File: src/rtl/adc_seq_pkg.sv
// rtl/adc_seq_pkg.sv - shared constants, state encoding and channel helpers for adc_seq_ctrl
package adc_seq_pkg;

    localparam int NUM_CHAN    = 8;
    localparam int FRAME_BITS  = 16;
    localparam int DATA_W      = 12;
    localparam int CHAN_W      = 3;
    localparam int HOLD_TICKS  = 2;
    localparam int TIMEOUT_CYC = 1024;

    // Frame bit positions of the channel address (MSB first) and of the result field
    localparam int ADDR_MSB = 2;
    localparam int ADDR_LSB = 4;
    localparam int DATA_LSB = 4;
    localparam int DATA_MSB = 15;

    typedef enum logic [1:0] {
        ST_IDLE  = 2'd0,
        ST_ARM   = 2'd1,
        ST_SHIFT = 2'd2,
        ST_HOLD  = 2'd3
    } seq_state_t;

    function automatic logic [CHAN_W-1:0] lowest_chan(input logic [NUM_CHAN-1:0] mask);
        logic [CHAN_W-1:0] ch;
        ch = '0;
        for (int i = NUM_CHAN - 1; i >= 0; i--)
            if (mask[i]) ch = CHAN_W'(i);
        return ch;
    endfunction

    // {found, channel}: lowest enabled channel strictly above cur
    function automatic logic [CHAN_W:0] next_chan(input logic [NUM_CHAN-1:0] mask,
                                                  input logic [CHAN_W-1:0]   cur);
        logic [CHAN_W:0] r;
        r = '0;
        for (int i = NUM_CHAN - 1; i >= 0; i--)
            if (mask[i] && i > int'(cur)) r = {1'b1, CHAN_W'(i)};
        return r;
    endfunction

    function automatic logic frame_din(input logic [CHAN_W-1:0] addr, input int bit_idx);
        logic bit_val;
        bit_val = 1'b0;
        for (int i = 0; i < CHAN_W; i++)
            if (bit_idx == ADDR_LSB - i) bit_val = addr[i];
        return bit_val;
    endfunction

endpackage

File: src/rtl/adc_seq_edge_sync.sv
// rtl/adc_seq_edge_sync.sv - div_clk synchroniser with registered rise/fall strobes
module adc_seq_edge_sync (
    input  logic clk_in,
    input  logic reset,
    input  logic div_clk,
    output logic div_lvl,
    output logic rise,
    output logic fall
);

    logic sync_1, sync_2, last;

    always_ff @(posedge clk_in or posedge reset) begin
        if (reset) begin
            sync_1 <= 1'b0;
            sync_2 <= 1'b0;
            last   <= 1'b0;
            rise   <= 1'b0;
            fall   <= 1'b0;
        end else begin
            sync_1 <= div_clk;
            sync_2 <= sync_1;
            last   <= sync_2;
            rise   <= sync_2 & ~last;
            fall   <= ~sync_2 & last;
        end
    end

    assign div_lvl = sync_2;

endmodule

File: src/rtl/adc_seq_ctrl.sv
// rtl/adc_seq_ctrl.sv - 8-channel serial ADC sweep sequencer; ADC_SEQ_STALL_TIMEOUT_EN adds a stall watchdog
module adc_seq_ctrl
    import adc_seq_pkg::*;
(
    input  logic                clk_in,
    input  logic                reset,
    input  logic                start,
    input  logic                continuous,
    input  logic [NUM_CHAN-1:0] chan_mask,
    input  logic [1:0]          freq_sel,
    input  logic                div_clk,
    output logic                div_enable,
    output logic                div_freq_a,
    output logic                div_freq_b,
    output logic                adc_cs_n,
    output logic                adc_sclk,
    output logic                adc_din,
    input  logic                adc_dout,
    output logic [DATA_W-1:0]   sample_data,
    output logic [CHAN_W-1:0]   sample_chan,
    output logic                sample_valid,
    output logic                busy,
    output logic                err
);

    localparam int CNT_W  = $clog2(FRAME_BITS);
    localparam int HOLD_W = $clog2(HOLD_TICKS + 1);
    localparam logic [CNT_W-1:0]  LAST_BIT  = CNT_W'(FRAME_BITS - 1);
    localparam logic [HOLD_W-1:0] LAST_HOLD = HOLD_W'(HOLD_TICKS - 1);

    seq_state_t          state_q, state_d;
    logic [NUM_CHAN-1:0] mask_q;
    logic [1:0]          freq_q;
    logic [CHAN_W-1:0]   addr_q, rpt_q, nxt_chan;
    logic                dummy_q, last_q, nxt_found;
    logic [CNT_W-1:0]    bit_cnt;
    logic [HOLD_W-1:0]   hold_cnt;
    logic [DATA_W-2:0]   shreg;
    logic                div_lvl, rise, fall, timeout;
    logic                accept, relatch, err_set, frame_end, hold_done;

    adc_seq_edge_sync u_edge_sync (
        .clk_in  (clk_in),
        .reset   (reset),
        .div_clk (div_clk),
        .div_lvl (div_lvl),
        .rise    (rise),
        .fall    (fall)
    );

    assign {nxt_found, nxt_chan} = next_chan(mask_q, addr_q);
    assign {div_freq_a, div_freq_b} = freq_q;

`ifdef ADC_SEQ_STALL_TIMEOUT_EN
    localparam int WD_W = $clog2(TIMEOUT_CYC + 1);
    logic [WD_W-1:0] wd_cnt;

    always_ff @(posedge clk_in or posedge reset) begin
        if (reset)
            wd_cnt <= '0;
        else if (state_q == ST_IDLE || rise || fall)
            wd_cnt <= '0;
        else
            wd_cnt <= wd_cnt + 1'b1;
    end

    assign timeout = (wd_cnt == WD_W'(TIMEOUT_CYC));
`else
    assign timeout = 1'b0;
`endif

    always_ff @(posedge clk_in or posedge reset) begin
        if (reset) state_q <= ST_IDLE;
        else       state_q <= state_d;
    end

    always_comb begin
        state_d    = state_q;
        accept     = 1'b0;
        relatch    = 1'b0;
        err_set    = 1'b0;
        frame_end  = 1'b0;
        hold_done  = 1'b0;
        div_enable = 1'b1;
        busy       = 1'b1;
        adc_cs_n   = 1'b1;
        adc_sclk   = 1'b1;
        case (state_q)
            ST_IDLE: begin
                div_enable = 1'b0;
                busy       = 1'b0;
                if (start) begin
                    if (chan_mask != '0) begin
                        accept  = 1'b1;
                        state_d = ST_ARM;
                    end else begin
                        err_set = 1'b1;
                    end
                end
            end
            ST_ARM: begin
                if (fall) state_d = ST_SHIFT;
            end
            ST_SHIFT: begin
                adc_cs_n = 1'b0;
                adc_sclk = div_lvl;
                if (rise && bit_cnt == LAST_BIT) begin
                    frame_end = 1'b1;
                    state_d   = ST_HOLD;
                end
            end
            ST_HOLD: begin
                if (rise && hold_cnt == LAST_HOLD) begin
                    hold_done = 1'b1;
                    if (!last_q) begin
                        state_d = ST_SHIFT;
                    end else if (continuous) begin
                        relatch = 1'b1;
                        if (chan_mask != '0) begin
                            state_d = ST_SHIFT;
                        end else begin
                            err_set = 1'b1;
                            state_d = ST_IDLE;
                        end
                    end else begin
                        state_d = ST_IDLE;
                    end
                end
            end
            default: state_d = ST_IDLE;
        endcase
        if (timeout) begin
            err_set = 1'b1;
            state_d = ST_IDLE;
        end
    end

    always_ff @(posedge clk_in or posedge reset) begin
        if (reset) begin
            mask_q       <= '0;
            freq_q       <= '0;
            addr_q       <= '0;
            rpt_q        <= '0;
            dummy_q      <= 1'b0;
            last_q       <= 1'b0;
            bit_cnt      <= '0;
            hold_cnt     <= '0;
            shreg        <= '0;
            adc_din      <= 1'b0;
            sample_data  <= '0;
            sample_chan  <= '0;
            sample_valid <= 1'b0;
            err          <= 1'b0;
        end else begin
            sample_valid <= 1'b0;
            if (state_q == ST_IDLE)
                freq_q <= freq_sel;

            if (err_set)
                err <= 1'b1;
            else if (accept)
                err <= 1'b0;

            // Every sweep opens with a dummy frame addressing the lowest enabled channel
            if (accept || relatch) begin
                mask_q  <= chan_mask;
                addr_q  <= lowest_chan(chan_mask);
                dummy_q <= 1'b1;
                last_q  <= 1'b0;
            end else if (hold_done && !last_q) begin
                rpt_q   <= addr_q;
                dummy_q <= 1'b0;
                addr_q  <= nxt_found ? nxt_chan : lowest_chan(mask_q);
                last_q  <= !nxt_found;
            end

            if (state_q == ST_SHIFT) begin
                if (rise) begin
                    bit_cnt <= (bit_cnt == LAST_BIT) ? '0 : bit_cnt + 1'b1;
                    shreg   <= {shreg[DATA_W-3:0], adc_dout};
                end
                if (fall)
                    adc_din <= frame_din(addr_q, int'(bit_cnt));
            end else begin
                bit_cnt <= '0;
                adc_din <= 1'b0;
            end

            if (state_q == ST_HOLD) begin
                if (rise)
                    hold_cnt <= hold_done ? '0 : hold_cnt + 1'b1;
            end else begin
                hold_cnt <= '0;
            end

            if (frame_end && !dummy_q) begin
                sample_valid <= 1'b1;
                sample_chan  <= rpt_q;
                sample_data  <= {shreg, adc_dout};
            end
        end
    end

endmodule

File: config.mk
export PLATFORM = sky130hd
export DESIGN_NAME = adc_seq_ctrl
export DESIGN_NICKNAME = d
export VERILOG_FILES = /design/src/rtl/adc_seq_pkg.sv /design/src/rtl/adc_seq_edge_sync.sv /design/src/rtl/adc_seq_ctrl.sv
export SDC_FILE = /design/constraint.sdc
export NUM_CORES = 1
export LEC_CHECK = 0
export CELL_PAD_IN_SITES_DETAIL_PLACEMENT = 0
export CELL_PAD_IN_SITES_GLOBAL_PLACEMENT = 1
export CORE_MARGIN = 4
export CORE_UTILIZATION = 40
export DETAILED_ROUTE_END_ITERATION = 10
export PLACE_DENSITY_LB_ADDON = 0.1
export SYNTH_ARGS = -nofsm -noshare
export SYNTH_HDL_FRONTEND = slang
export SYNTH_SLANG_ARGS = --single-unit
File: constraint.sdc
create_clock -name clk_in -period 3.1 [get_ports clk_in]
set_input_delay 0.31 -clock clk_in [delete_from_list [all_inputs] [get_ports clk_in]]
set_output_delay 0.31 -clock clk_in [all_outputs]
set_load 0.02 [all_outputs]
==> flow_summary.toml <==
[run_status]
status = "finished clean"

[synthesis]
synth_nets = 270
synth-edff-count = 0
synth_compound_area_share_pct = 11.9
synth.avg_cell_area_um2 = 11.6
synthSimpleGateAreaFrac_pct = 11.6
syn_inst = 246
synth_warnings = 0
synth-adder-area-share_pct = 3.52
synthXorXnorAreaFrac_pct = 0.308
muxShareOfSynthArea_pct = 16.5
synth_cell_types = 45
async_reset_ff_share_pct = 100
synth-seq-area-share_pct = 52.8
ys_ff_latch = 60
synth_area_um2 = 2840
synth_ff_type = "dfrtp_1"
synth_top_family_by_area = "multiplexers"

[cts]
cts-root-buf = "clkbuf_8"
cts_tree = "yes"
cts_max_level = 3
postCtsSetupRepairBufs = 0
clock_sinks = 60
postCtsResizedCells = 0
clkTransAtPathRegs_ns = 0.08
hold_buffers = 0
clkLatencyLatePin_ns = 0.34
cts_buffer_depth = 2
numCtsBuffers = 9

[timing]
tns_ns = 0
worst_slack_ns = 0.764
hold_violations = 0
timing.fmax_mhz = 428
min_period_ns = 2.34
rsz0062_at_grt = "no"
worst_pin_slew_ns = 0.912
maxSlewViolCount = 0
setup_violations = 0
slew_headroom_pct = 39.1
finalClockSkew_ns = 0.0103
fin_crit_sh_pct = 75.4

[setup_path]
critPathLaunch = "state_q[0]$_DFFE_PP0P_"
end_kind = "output port"
reg2regPathDepth = 6
cp_max_fo = 7
r2r-start = "state_q[0]$_DFFE_PP0P_"
critPathRequiredTime_ns = 2.79
crit_type = "reg -> out"
startpoint_type = "register"
worstPathArrival_ns = 2.03

[placed_design]
gp_congestion = 0.862
place_hpwl_mm = 4.09
portBuffers = 39
dpl_cell_area_um2 = 3330
pre_cts_slack_ns = 0.781
placed_cells = 376

[cells_and_area]
fill_cells = 644
drive_gt1_share_pct = 22.0
final_common_cell = "dfrtp_1"
synthToLayoutAreaGrowth_pct = 24.1
layout.nets = 315
fin_cells = 392
stdcell_area_um2 = 3530
layout_common_cells = "60 x dfrtp_1, 39 x clkdlybuf4s50_1, 38 x mux2_2"
diodes = 0

[die]
std_cell_rows = 30
die_h_um = 92.3
dieArea_um2 = 8520
core-area_um2 = 6870
die_x_um = 92.3
initial_utilization_pct = 41.4
io_pins = 40

[job]
drv_cap = 0

[detailed_routing]
wl_met3_um = 254
met2WireLength_mm = 2.72
postRouteAntennaNets = 0
wl_mm = 5.81
dr.pass1.iters = 5
wl_per_cell_um = 14.8
vias_per_cell = 5.09
route.detailed.drc = 0
vias = 1995
dr.max_layer_used = "met4"
drtIter0Drc = 70
m1WireLength_mm = 2.79

[grt]
grt_pass1_wl_mm = 9.75
grt_pass1_vias = 2022
overflow = 0
grt.total_usage_pct = 14.5
antenna_found_initial = 0
grt_max_degree = 46

[power]
power_w = 0.00264
p_clk_share_pct = 26.7
irDropWorstVdd_v = 0.000381
combPwrFrac_pct = 29.5
switching_share_pct = 35.0
power_frac_seq_pct = 43.8
powerDensity_nw_per_um2 = 749
p_int_w = 0.00172
p_leak_nw = 1.53
power_switching_w = 0.000925

[min_path]
min_from = "u_edge_sync.sync_1$_DFF_PP0_"
worstHoldPathType = "reg -> reg"
hold_depth = 0
## worst paths after layout
| path | end | slack, ns |
|---|---|---|
| max | adc_cs_n | 0.76 |
| max reg2reg | sample_chan[0]$_DFFE_PP0P_ | 0.90 |
| min in group asynchronous | sample_valid$_DFF_PP0_ | 0.49 |
| max in group asynchronous | rpt_q[2]$_DFFE_PP0P_ | 1.90 |
| min reg2reg | u_edge_sync.div_lvl$_DFF_PP0_ | 0.35 |
| min | u_edge_sync.div_lvl$_DFF_PP0_ | 0.35 |
## worst max-delay path, stage by stage, from the launching register on
cell and delay (ns):
dfrtp_1 0.43, inv_1 0.09, ha_1 0.28, inv_1 0.24, clkdlybuf4s50_1 0.66
## sequential cells by signal, indices dropped and copies added (netlist names), 2 cells and up
name         flops
state_q          2
freq_q           2
hold_cnt         2
sample_data     12
rpt_q            3
addr_q           3
shreg           11
sample_chan      3
mask_q           8
bit_cnt          4
## power groups by stage
stage	Sequential (W)	Clock, W	Combinational [W]
2_1_floorplan	0.00109	0	0.000612
3_3_place_gp	0.00117	0	0.000775
3_5_place_dp	0.00117	0	0.000783
4_1_cts	0.00116	0.000731	0.000789
5_1_grt	0.00119	0.000759	0.000864
6_report	0.00116	0.000707	0.000780
## routing by layer
metal | track usage [%] | vias to the layer above
met4 | 4.08 | 0
met1 | 19.1 | 987
li1 | - | 970
met3 | 6.09 | 4
met2 | 22.0 | 34
met5 | 0 | -
## final cells by class
class                   count  area [µm²]  share of cell area (%)
clock buffers               9         124                    3.51
flip-flops and latches     60        1500                    42.5
clock inverters             7        75.1                    2.13
repair buffers             42         413                    11.7
inverters                  13        48.8                    1.38
well taps                  96         120                    3.40
multi-input cells         165        1250                    35.3
## through the flow
| step | util [%] | hold slack (ns) |
|---|---|---|
| after global placement | 48.5 | 0.334 |
| after floorplan | - | 0.331 |
| after detailed placement | 48.5 | 0.339 |
| final | 51.4 | 0.354 |
| after global routing | 51.4 | 0.359 |
| after CTS | 51.4 | 0.357 |
## cells by family (layout without fill, tap and decap cells)
group / after synthesis / in the layout
and+or+nand+nor: 64 / 64
DFF: 60 / 60
AOI/OAI and AO/OA: 50 / 50
muxes: 42 / 42
buffers and inverters: 21 / 71
adders and majority gates: 8 / 8
xor gates and xnor gates: 1 / 1
## cells in the mapped netlist (2+ instances only)
master / count / area (µm²)
a21o_1: 2 / 15.0
a31oi_1: 4 / 25.0
and2_1: 3 / 18.8
ha_1: 8 / 100
o211ai_1: 3 / 22.5
inv_1: 13 / 48.8
buf_4: 2 / 15.0
nor4_2: 2 / 25.0
o31ai_1: 2 / 15.0
nand2b_1: 5 / 31.3
clkbuf_1: 3 / 11.3
nor3_1: 3 / 15.0
nor2_1: 14 / 52.6
o21ai_0: 8 / 40.0
dfrtp_1: 60 / 1500
o221ai_1: 2 / 17.5
mux2i_1: 3 / 30.0
o22ai_1: 3 / 18.8
mux2_2: 38 / 428
a21boi_0: 2 / 15.0
nand2_1: 18 / 67.6
a21oi_1: 15 / 75.1
nor2b_1: 6 / 37.5
nand3_1: 6 / 30.0
Power figures use the tool's default switching activity.
